[src/rtl/ucsbece154b_mem_arbiter_pkg.sv]
// Shared types for the unified-memory arbiter: FSM state encoding, owner encoding,
// and the starvation counter width.
package ucsbece154b_mem_arbiter_pkg;

  typedef enum logic [2:0] {
    arb_IDLE   = 3'd0,
    arb_I_REQ  = 3'd1,
    arb_I_WAIT = 3'd2,
    arb_D_REQ  = 3'd3,
    arb_D_WAIT = 3'd4,
    arb_I_DROP = 3'd5
  } arbState_t;

  typedef enum logic {
    own_I = 1'b0,
    own_D = 1'b1
  } arbOwner_t;

  localparam int unsigned StarveCntW = 3;

  // A response is only legal while a granted transaction is outstanding.
  function automatic logic rvalidIllegal(input arbState_t s);
    return (s == arb_IDLE) || (s == arb_I_REQ) || (s == arb_D_REQ);
  endfunction

endpackage

[src/rtl/ucsbece154b_mem_arbiter_starve.sv]
// Starvation guard: counts D-side grants while a fetch waits and forces an I-side win.
// Only present when UCSBECE154B_ARB_STARVE_GUARD_EN is defined.
`ifdef UCSBECE154B_ARB_STARVE_GUARD_EN
module ucsbece154b_mem_arbiter_starve
  import ucsbece154b_mem_arbiter_pkg::*;
#(
  parameter int STARVE_LIMIT = 4
) (
  input  logic clk,
  input  logic reset,
  input  logic ifetchPending,
  input  logic dGrant,
  input  logic iGrant,
  output logic iForce
);

  logic [StarveCntW-1:0] starveCnt;

  // Saturates rather than wrapping so a stuck fetch never loses its priority.
  always_ff @(posedge clk or posedge reset) begin
    if (reset) begin
      starveCnt <= '0;
    end else if (!ifetchPending || iGrant) begin
      starveCnt <= '0;
    end else if (dGrant && (starveCnt != '1)) begin
      starveCnt <= starveCnt + 1'b1;
    end
  end

  assign iForce = (starveCnt >= StarveCntW'(STARVE_LIMIT));

endmodule
`endif

[src/rtl/ucsbece154b_mem_arbiter.sv]
// Arbitrates Fetch (I-side) and Memory-stage (D-side) accesses onto one single-ported memory.
// Define UCSBECE154B_ARB_STARVE_GUARD_EN to enable the I-side starvation guard.
module ucsbece154b_mem_arbiter
  import ucsbece154b_mem_arbiter_pkg::*;
#(
  parameter int STARVE_LIMIT = 4
) (
  input  logic        clk,
  input  logic        reset,
  input  logic        ifetch_req_i,
  input  logic [31:0] ifetch_addr_i,
  input  logic        ifetch_kill_i,
  output logic [31:0] ifetch_rdata_o,
  output logic        ifetch_done_o,
  input  logic        dmem_req_i,
  input  logic        dmem_we_i,
  input  logic [31:0] dmem_addr_i,
  input  logic [31:0] dmem_wdata_i,
  output logic [31:0] dmem_rdata_o,
  output logic        dmem_done_o,
  output logic        mem_req_o,
  output logic        mem_we_o,
  output logic [31:0] mem_addr_o,
  output logic [31:0] mem_wdata_o,
  input  logic        mem_gnt_i,
  input  logic        mem_rvalid_i,
  input  logic [31:0] mem_rdata_i,
  output logic        stall_f_o,
  output logic        stall_m_o
);

  arbState_t state;
  arbOwner_t winner;
  logic      iElig, dElig, iForce;
  logic      driveI, driveD;

  if (STARVE_LIMIT < 1 || STARVE_LIMIT > 7) begin : gBadStarveLimit
    $error("STARVE_LIMIT must fit the 3-bit starvation counter (1..7)");
  end

  // A side whose done pulse is high this cycle is still holding its old request.
  assign iElig = ifetch_req_i & ~ifetch_done_o & ~ifetch_kill_i;
  assign dElig = dmem_req_i & ~dmem_done_o;

`ifdef UCSBECE154B_ARB_STARVE_GUARD_EN
  ucsbece154b_mem_arbiter_starve #(
    .STARVE_LIMIT(STARVE_LIMIT)
  ) uStarve (
    .clk          (clk),
    .reset        (reset),
    .ifetchPending(ifetch_req_i),
    .dGrant       (driveD & mem_gnt_i),
    .iGrant       (driveI & mem_gnt_i),
    .iForce       (iForce)
  );
`else
  assign iForce = 1'b0;
`endif

  // The request is presented in the same cycle the decision is made, so the
  // memory side is purely combinational off the current state.
  always_comb begin
    winner = own_D;
    driveI = 1'b0;
    driveD = 1'b0;
    if (!reset) begin
      unique case (state)
        arb_IDLE: begin
          if (dElig && !(iForce && iElig)) begin
            winner = own_D;
            driveD = 1'b1;
          end else if (iElig) begin
            winner = own_I;
            driveI = 1'b1;
          end
        end
        arb_I_REQ: driveI = ~ifetch_kill_i;
        arb_D_REQ: driveD = 1'b1;
        default: ;
      endcase
    end
  end

  assign mem_req_o   = driveI | driveD;
  assign mem_we_o    = driveD & dmem_we_i;
  assign mem_addr_o  = driveD ? dmem_addr_i : (driveI ? ifetch_addr_i : 32'h0);
  assign mem_wdata_o = driveD ? dmem_wdata_i : 32'h0;

  assign stall_f_o = ~reset & ifetch_req_i & ~ifetch_done_o & ~ifetch_kill_i;
  assign stall_m_o = ~reset & dmem_req_i & ~dmem_done_o;

  always_ff @(posedge clk or posedge reset) begin
    if (reset) begin
      state          <= arb_IDLE;
      ifetch_done_o  <= 1'b0;
      dmem_done_o    <= 1'b0;
      ifetch_rdata_o <= '0;
      dmem_rdata_o   <= '0;
    end else begin
      ifetch_done_o <= 1'b0;
      dmem_done_o   <= 1'b0;
      unique case (state)
        arb_IDLE: begin
          if (driveD || driveI) begin
            if (winner == own_D) state <= mem_gnt_i ? arb_D_WAIT : arb_D_REQ;
            else                 state <= mem_gnt_i ? arb_I_WAIT : arb_I_REQ;
          end
        end
        arb_I_REQ: begin
          // A grant that races the kill still leaves a response to absorb.
          if (ifetch_kill_i)  state <= mem_gnt_i ? arb_I_DROP : arb_IDLE;
          else if (mem_gnt_i) state <= arb_I_WAIT;
        end
        arb_I_WAIT: begin
          if (mem_rvalid_i) begin
            if (!ifetch_kill_i) begin
              ifetch_done_o  <= 1'b1;
              ifetch_rdata_o <= mem_rdata_i;
            end
            state <= arb_IDLE;
          end else if (ifetch_kill_i) begin
            state <= arb_I_DROP;
          end
        end
        arb_D_REQ: begin
          if (mem_gnt_i) state <= arb_D_WAIT;
        end
        arb_D_WAIT: begin
          if (mem_rvalid_i) begin
            dmem_done_o <= 1'b1;
            if (!dmem_we_i) dmem_rdata_o <= mem_rdata_i;
            state <= arb_IDLE;
          end
        end
        arb_I_DROP: begin
          if (mem_rvalid_i) state <= arb_IDLE;
        end
        default: state <= arb_IDLE;
      endcase
    end
  end

  assert property (@(posedge clk) disable iff (reset) !(mem_rvalid_i && rvalidIllegal(state)))
    else $error("mem_rvalid_i asserted with no granted transaction outstanding");

endmodule

[config.mk]
export PLATFORM = sky130hd
export DESIGN_NAME = ucsbece154b_mem_arbiter
export DESIGN_NICKNAME = d
export VERILOG_FILES = /design/src/rtl/ucsbece154b_mem_arbiter_pkg.sv /design/src/rtl/ucsbece154b_mem_arbiter_starve.sv /design/src/rtl/ucsbece154b_mem_arbiter.sv
export SDC_FILE = /design/constraint.sdc
export NUM_CORES = 1
export LEC_CHECK = 0
export ABC_AREA = 1
export BUFFER_PORTS_ARGS = -buffer_cell sky130_fd_sc_hd__buf_2
export CORE_ASPECT_RATIO = 0.9
export CORE_MARGIN = 2
export CORE_UTILIZATION = 30
export DETAILED_ROUTE_END_ITERATION = 8
export GPL_TIMING_DRIVEN = 1
export SLEW_MARGIN = 40
export SYNTH_ARGS = -nofsm -noshare
export SYNTH_HDL_FRONTEND = slang
export SYNTH_SLANG_ARGS = --single-unit
[constraint.sdc]
create_clock -name clk -period 4.7 [get_ports clk]
set_clock_uncertainty 0.1 [all_clocks]
set_input_delay 0.705 -clock clk [delete_from_list [all_inputs] [get_ports clk]]
set_output_delay 0.705 -clock clk [all_outputs]
set_load 0.005 [all_outputs]
==> results of run 1 <==
how the worst max path moves through the flow:
| stage | start | end | slack (ns) |
|---|---|---|---|
| 2_1_floorplan | reset | mem_addr_o[22] | 0.52 |
| 3_3_place_gp | ifetch_kill_i | mem_addr_o[23] | 1.29 |
| 3_5_place_dp | dmem_req_i | mem_addr_o[19] | 1.36 |
| 4_1_cts | state[0] | mem_addr_o[19] | 1.32 |
| 5_1_grt | state[1] | mem_addr_o[26] | 1.45 |
| 6_report | state[1] | mem_addr_o[20] | 1.64 |
sequential cells by signal (all words and copies together) (netlist names):
register and count:
dmem_done_o 1, dmem_rdata_o 32, ifetch_done_o 1, ifetch_rdata_o 32, state 3
synth_stat cells, types with 2 or more instances:
cell type  instances
nand3_1           39
buf_6              5
inv_2              2
clkbuf_2           2
nand2_1          147
o21ai_2            6
o21ai_1           26
nand2_2            2
inv_1             78
dfrtp_1           69
buf_2             10
o21ai_0           35
buf_4              4
nor2_1            40
clkbuf_1           4
metal layers:
layer | global-route usage [%] | routed length (um)
met5 | 0 | 41
met3 | 6.54 | 1170
met1 | 23.9 | 5400
met2 | 34.1 | 6320
met4 | 8.50 | 316
power breakdown:
group / switching, mW / leakage [nW] / internal (mW)
clock network: 0.247 / 0.166 / 0.494
registers: 0.162 / 0.869 / 0.879
logic: 0.581 / 2.36 / 0.477
per-stage QoR:
stage	instances	worst slack [ns]	area [um2]	util [%]
floorplan	477	0.517	3550	-
global placement	879	1.29	4950	43.1
detailed placement	879	1.36	4960	43.2
CTS	895	1.32	5290	46.1
global route	896	1.45	5310	46.3
finish	896	1.64	5310	46.3
final cells by class:
cell class                      instances  area, um2  area share (%)
Multi-Input combinational cell        302       1360            25.7
Inverter                               81        307            5.77
Sequential cell                        69       1730            32.5
Tap cell                              156        195            3.68
Clock inverter                          5       82.6            1.56
Timing Repair Buffer                  272       1380            26.0
Clock buffer                           11        253            4.76
cell families (layout without fill, tap and decap cells):
family,Yosys count,count (layout)
AOI/OAI and AO/OA,68,68
and+or+nand+nor,233,233
buffers and inverters,106,369
adders and majority gates,1,1
DFF,69,69
worst register-to-register path, cell delays in order (launching register included):
cell,delay [ns]
dfrtp_1,0.45
nor2_2,0.17
nand2_2,0.09
nor2_1,0.15
nand2_1,0.09
nand2_2,0.47
nand2_1,0.17
nand3_1,0.18
nand2_1,0.07
nand2_1,0.06
nand2_1,0.04
==> results.py, run 1 <==
metrics = {
    "layout": {
        "diodes": 0,
        "drive_gt1_share_pct": 41.2,
        "layout_commonest_cell": "buf_2",
        "nFillCells": 1226,
        "most-common-layout-cells": "269 x buf_2, 145 x nand2_1, 78 x inv_1",
        "fin_nets": 872,
        "syn_to_final_growth_pct": 49.8,
    },
    "yosys": {
        "synth_compound_area_share_pct": 10.6,
        "ys_async_sr_fraction_pct": 100,
        "synth_edf_count": 0,
        "synth_xor_area_share_pct": 0,
        "syn-num-nets": 614,
        "synth_cell_types": 23,
        "synth_top_family_by_area": "simple AND/OR/NAND/NOR gates",
        "synth_seq_cells": 69,
        "synthSimpleGateAreaFrac_pct": 27.3,
        "synth.top_cells.by_area": "dfrtp_1 49%, nand2_1 16%, inv_1 8.3%",
        "synth_top_cell_by_area": "dfrtp_1",
        "netlist_area_um2": 3550,
        "syn_inst": 477,
        "synth_top_area_share_pct": 48.7,
        "synthAdderAreaFrac_pct": 0.353,
        "synth_mux_area_share_pct": 0,
        "avgSynthCellArea_um2": 7.43,
        "ys_warn_count": 0,
        "yosysSeqAreaShare_pct": 48.7,
        "synth_ff_type": "dfrtp_1",
    },
    "min_path": {
        "hold_depth": 2,
        "hold_path_class": "flip-flop to flip-flop",
        "holdCritStartpoint": "ifetch_rdata_o[24]",
        "whs_endpoint": "ifetch_rdata_o[24]",
    },
    "setup_path": {
        "required_ns": 3.89,
        "cp_cell_sequence": "nor2_2 > nand2_2 > nor2_1 > nand2_1 > nand2_2 > nand3_1 > nand2_1 > buf_2",
        "cp-end-kind": "output pin",
        "path_max_fanout": 33,
        "r2r_setup_slack_ns": 2.55,
        "slowest_delay_ns": 0.47,
        "critPathKind": "flip-flop to output pin",
        "slowest_stage": "nand2_2",
        "cp_top_family": "simple AND/OR/NAND/NOR gates",
        "timing.rr.end": "state[1]",
        "r2r-start": "state[1]",
        "cp-start-kind": "flip-flop",
        "cp_num_buf_inv": 1,
        "arrival_ns": 2.26,
        "reg2regPathDepth": 10,
        "worst-path-stages": 8,
    },
    "route": {
        "dr.pass1.iters": 4,
        "drc": 0,
        "ant_nets": 0,
        "drtIter0Drc": 192,
        "detail_route.vias_per_cell": 4.45,
        "finalWirelength_um": 13300,
        "vias": 3989,
        "wl_per_cell_um": 14.8,
    },
    "clock_tree": {
        "numCtsBuffers": 9,
        "cts_buffer_depth": 2,
        "clock_sinks": 69,
        "holdBufCountCts": 0,
        "postCtsSetupBuffers": 0,
        "clk_latency_ns": 0.32,
        "clockRootBuffer": "clkbuf_16",
        "htreeDepth": 3,
        "cts_tree": "built",
        "clk_pin_slew_ns": 0.06,
        "ctsResizeCount": 0,
    },
    "sta": {
        "fmax_mhz": 326,
        "finalCritPeriodShare_pct": 65.2,
        "min_period_ns": 3.06,
        "slew_headroom_pct": 53.3,
        "holdWs_ns": 0.376,
        "finalMaxSlewViolations": 0,
        "setup_violations": 0,
        "rsz0062_at_grt": "no",
        "max_slew.worst_pin.slew_ns": 0.701,
        "fin_tns_setup_ns": 0,
        "hold_viol": 0,
    },
    "die": {
        "fp-row-count": 37,
        "die-area_um2": 12700,
        "coreArea_um2": 11500,
        "start_util_pct": 30.9,
        "die-height_um": 107,
        "io_pins": 270,
        "chipWidth_um": 119,
    },
    "pwr": {
        "p_leak_nw": 3.40,
        "power.total_mw": 2.84,
        "p_per_area_nw_per_um2": 535,
        "max-vdd-ir-drop_uv": 338,
    },
    "grt": {
        "antenna_found_initial": 3,
        "grt_pass1_vias": 3886,
        "overflow": 0,
        "grt_pass1_wl_um": 20200,
        "grt_max_degree": 89,
        "grt_usage_pct": 20.3,
    },
    "placement": {
        "dpl.hpwl_um": 10200,
        "port_buffers": 269,
        "globalplace.congestion": 1.02,
    },
    "flow_run": {
        "cap_violations": 0,
    },
    "outcome": {
        "status": "completed",
    },
}
(Power assumes the default switching activity.)
==> run 2, diff against run 1 <==
- PLACE_DENSITY: unset -> 0.66
- clock period: 4.7 -> 2.8 ns (I/O delays scaled with it)
==> results.py, run 2 (synthesized netlist as in run 1, its figures left out) <==
metrics = {
    "outcome": {
        "status": "completed",
    },
    "sta": {
        "min_period_ns": 2.58,
        "setup_violations": 0,
        "hold_viol": 0,
        "fmax_mhz": 387,
        "fin_tns_setup_ns": 0,
        "max_slew.worst_pin.slew_ns": 0.621,
        "rsz0062_at_grt": "no",
        "finalCritPeriodShare_pct": 92.2,
        "finalMaxSlewViolations": 0,
        "slew_headroom_pct": 58.6,
    },
    "clock_tree": {
        "clockRootBuffer": "clkbuf_16",
        "holdBufCountCts": 0,
        "postCtsSetupBuffers": 0,
        "cts_tree": "built",
        "htreeDepth": 3,
        "ctsResizeCount": 0,
        "cts_buffer_depth": 2,
        "numCtsBuffers": 9,
        "clk_pin_slew_ns": 0.06,
        "clock_sinks": 69,
        "clk_latency_ns": 0.32,
    },
    "die": {
        "io_pins": 270,
        "chipWidth_um": 119,
        "fp-row-count": 37,
        "coreArea_um2": 11500,
        "die-area_um2": 12700,
        "die-height_um": 107,
        "start_util_pct": 30.9,
    },
    "route": {
        "detail_route.vias_per_cell": 4.29,
        "vias": 3850,
        "drc": 0,
        "ant_nets": 0,
        "dr.pass1.iters": 5,
        "wl_per_cell_um": 13.9,
        "drtIter0Drc": 276,
        "finalWirelength_um": 12500,
    },
    "placement": {
        "port_buffers": 269,
        "globalplace.congestion": 0.926,
        "dpl.hpwl_um": 9670,
    },
    "setup_path": {
        "required_ns": 2.28,
        "timing.rr.end": "state[1]",
        "reg2regPathDepth": 11,
        "path_max_fanout": 33,
        "r2r-start": "state[1]",
        "cp-end-kind": "output pin",
        "arrival_ns": 2.06,
        "cp-start-kind": "flip-flop",
        "r2r_setup_slack_ns": 0.83,
        "startpoint": "state[1]",
        "endpoint": "mem_addr_o[24]",
        "critPathKind": "flip-flop to output pin",
    },
    "grt": {
        "grt_max_degree": 70,
        "busiest_layer": "met2",
        "use_met1_pct": 24.7,
        "grt_pass1_wl_um": 19000,
        "grt_util_met2_pct": 30.8,
        "grt_usage_pct": 19.0,
        "met3_usage_pct": 6.12,
        "grt_pass1_vias": 3674,
        "overflow": 0,
        "antenna_found_initial": 0,
    },
    "layout": {
        "drive_gt1_share_pct": 41.2,
        "reg_top3": "dmem_rdata_o: 32 flops, ifetch_rdata_o: 32 flops, state: 3 flops",
        "nFillCells": 1202,
        "regArea_um2": 1730,
        "diodes": 0,
        "layout_commonest_cell": "buf_2",
        "multi_input_area_um2": 1360,
        "most-common-layout-cells": "269 x buf_2, 146 x nand2_1, 78 x inv_1",
        "utilization_pct": 46.1,
        "syn_to_final_growth_pct": 49.3,
        "fin_nets": 875,
    },
    "min_path": {
        "hold_path_class": "input port to flip-flop",
    },
    "pwr": {
        "p_leak_nw": 3.39,
        "max-vdd-ir-drop_uv": 513,
        "p_per_area_nw_per_um2": 871,
    },
    "flow_run": {
        "cap_violations": 0,
    },
}
## run 2: changes by cell type in the layout (fill, tap and decap cells not counted)
cell / change
clkinv_2: +1
nand2_1: +1
buf_8: -1
buf_6: +1
buf_12: +2
buf_4: +2
clkbuf_8: -3
nand2_4: -1
bufinv_16: -1
clkinvlp_4: +1
## run 2: cell type report
type / instances / share of cell area [%]
Multi-Input combinational cell: 302 / 25.6
Tap cell: 156 / 3.69
Timing Repair Buffer: 275 / 26.8
Clock buffer: 9 / 4.25
Inverter: 81 / 5.79
Sequential cell: 69 / 32.6
Clock inverter: 6 / 1.23
## run 2: power breakdown
| group | switching, mW | total (mW) | internal [mW] | leakage, nW |
|---|---|---|---|---|
| Combinational | 0.959 | 1.77 | 0.811 | 2.38 |
| Clock | 0.412 | 1.10 | 0.683 | 0.141 |
| Sequential | 0.268 | 1.74 | 1.48 | 0.869 |
| Total | 1.64 | 4.61 | 2.97 | 3.39 |
## run 2: worst min-delay path by stage
stage	depth (start not counted)	slack [ns]	start	endpoint
2_1_floorplan	2	0.38	ifetch_rdata_o[0]	ifetch_rdata_o[0]
3_3_place_gp	2	0.36	dmem_rdata_o[13]	dmem_rdata_o[13]
3_5_place_dp	2	0.37	dmem_rdata_o[12]	dmem_rdata_o[12]
4_1_cts	3	0.23	mem_rdata_i[27]	dmem_rdata_o[27]
5_1_grt	3	0.24	mem_rdata_i[23]	dmem_rdata_o[23]
6_report	3	0.25	mem_rdata_i[23]	dmem_rdata_o[23]
## run 2: per-layer routing
layer	vias to the layer above	wire length [um]
met2	184	5750
li1	1974	-
met3	10	1210
met5	-	0
met1	1682	5410
met4	0	125
## run 2: worst max-delay path: stages, from the launching register on
cell,delay (ns)
dfrtp_1,0.45
nor2_2,0.17
nand2_2,0.09
nor2_1,0.14
nand2_1,0.06
nand2_1,0.06
buf_4,0.32
nand3_1,0.21
nand2_1,0.12
buf_2,0.11
## run 2: stage by stage
step | cell area, um2 | power [mW] | cells | hold slack, ns | worst slack [ns]
after floorplan | 3550 | 2.63 | 477 | 0.376 | 0.368
after global placement | 5000 | 3.52 | 883 | 0.361 | 0.522
after detailed placement | 5000 | 3.55 | 883 | 0.372 | 0.530
after CTS | 5300 | 4.68 | 898 | 0.232 | 0.196
after global routing | 5300 | 4.99 | 898 | 0.244 | 0.0492
final | 5300 | 4.61 | 898 | 0.246 | 0.219
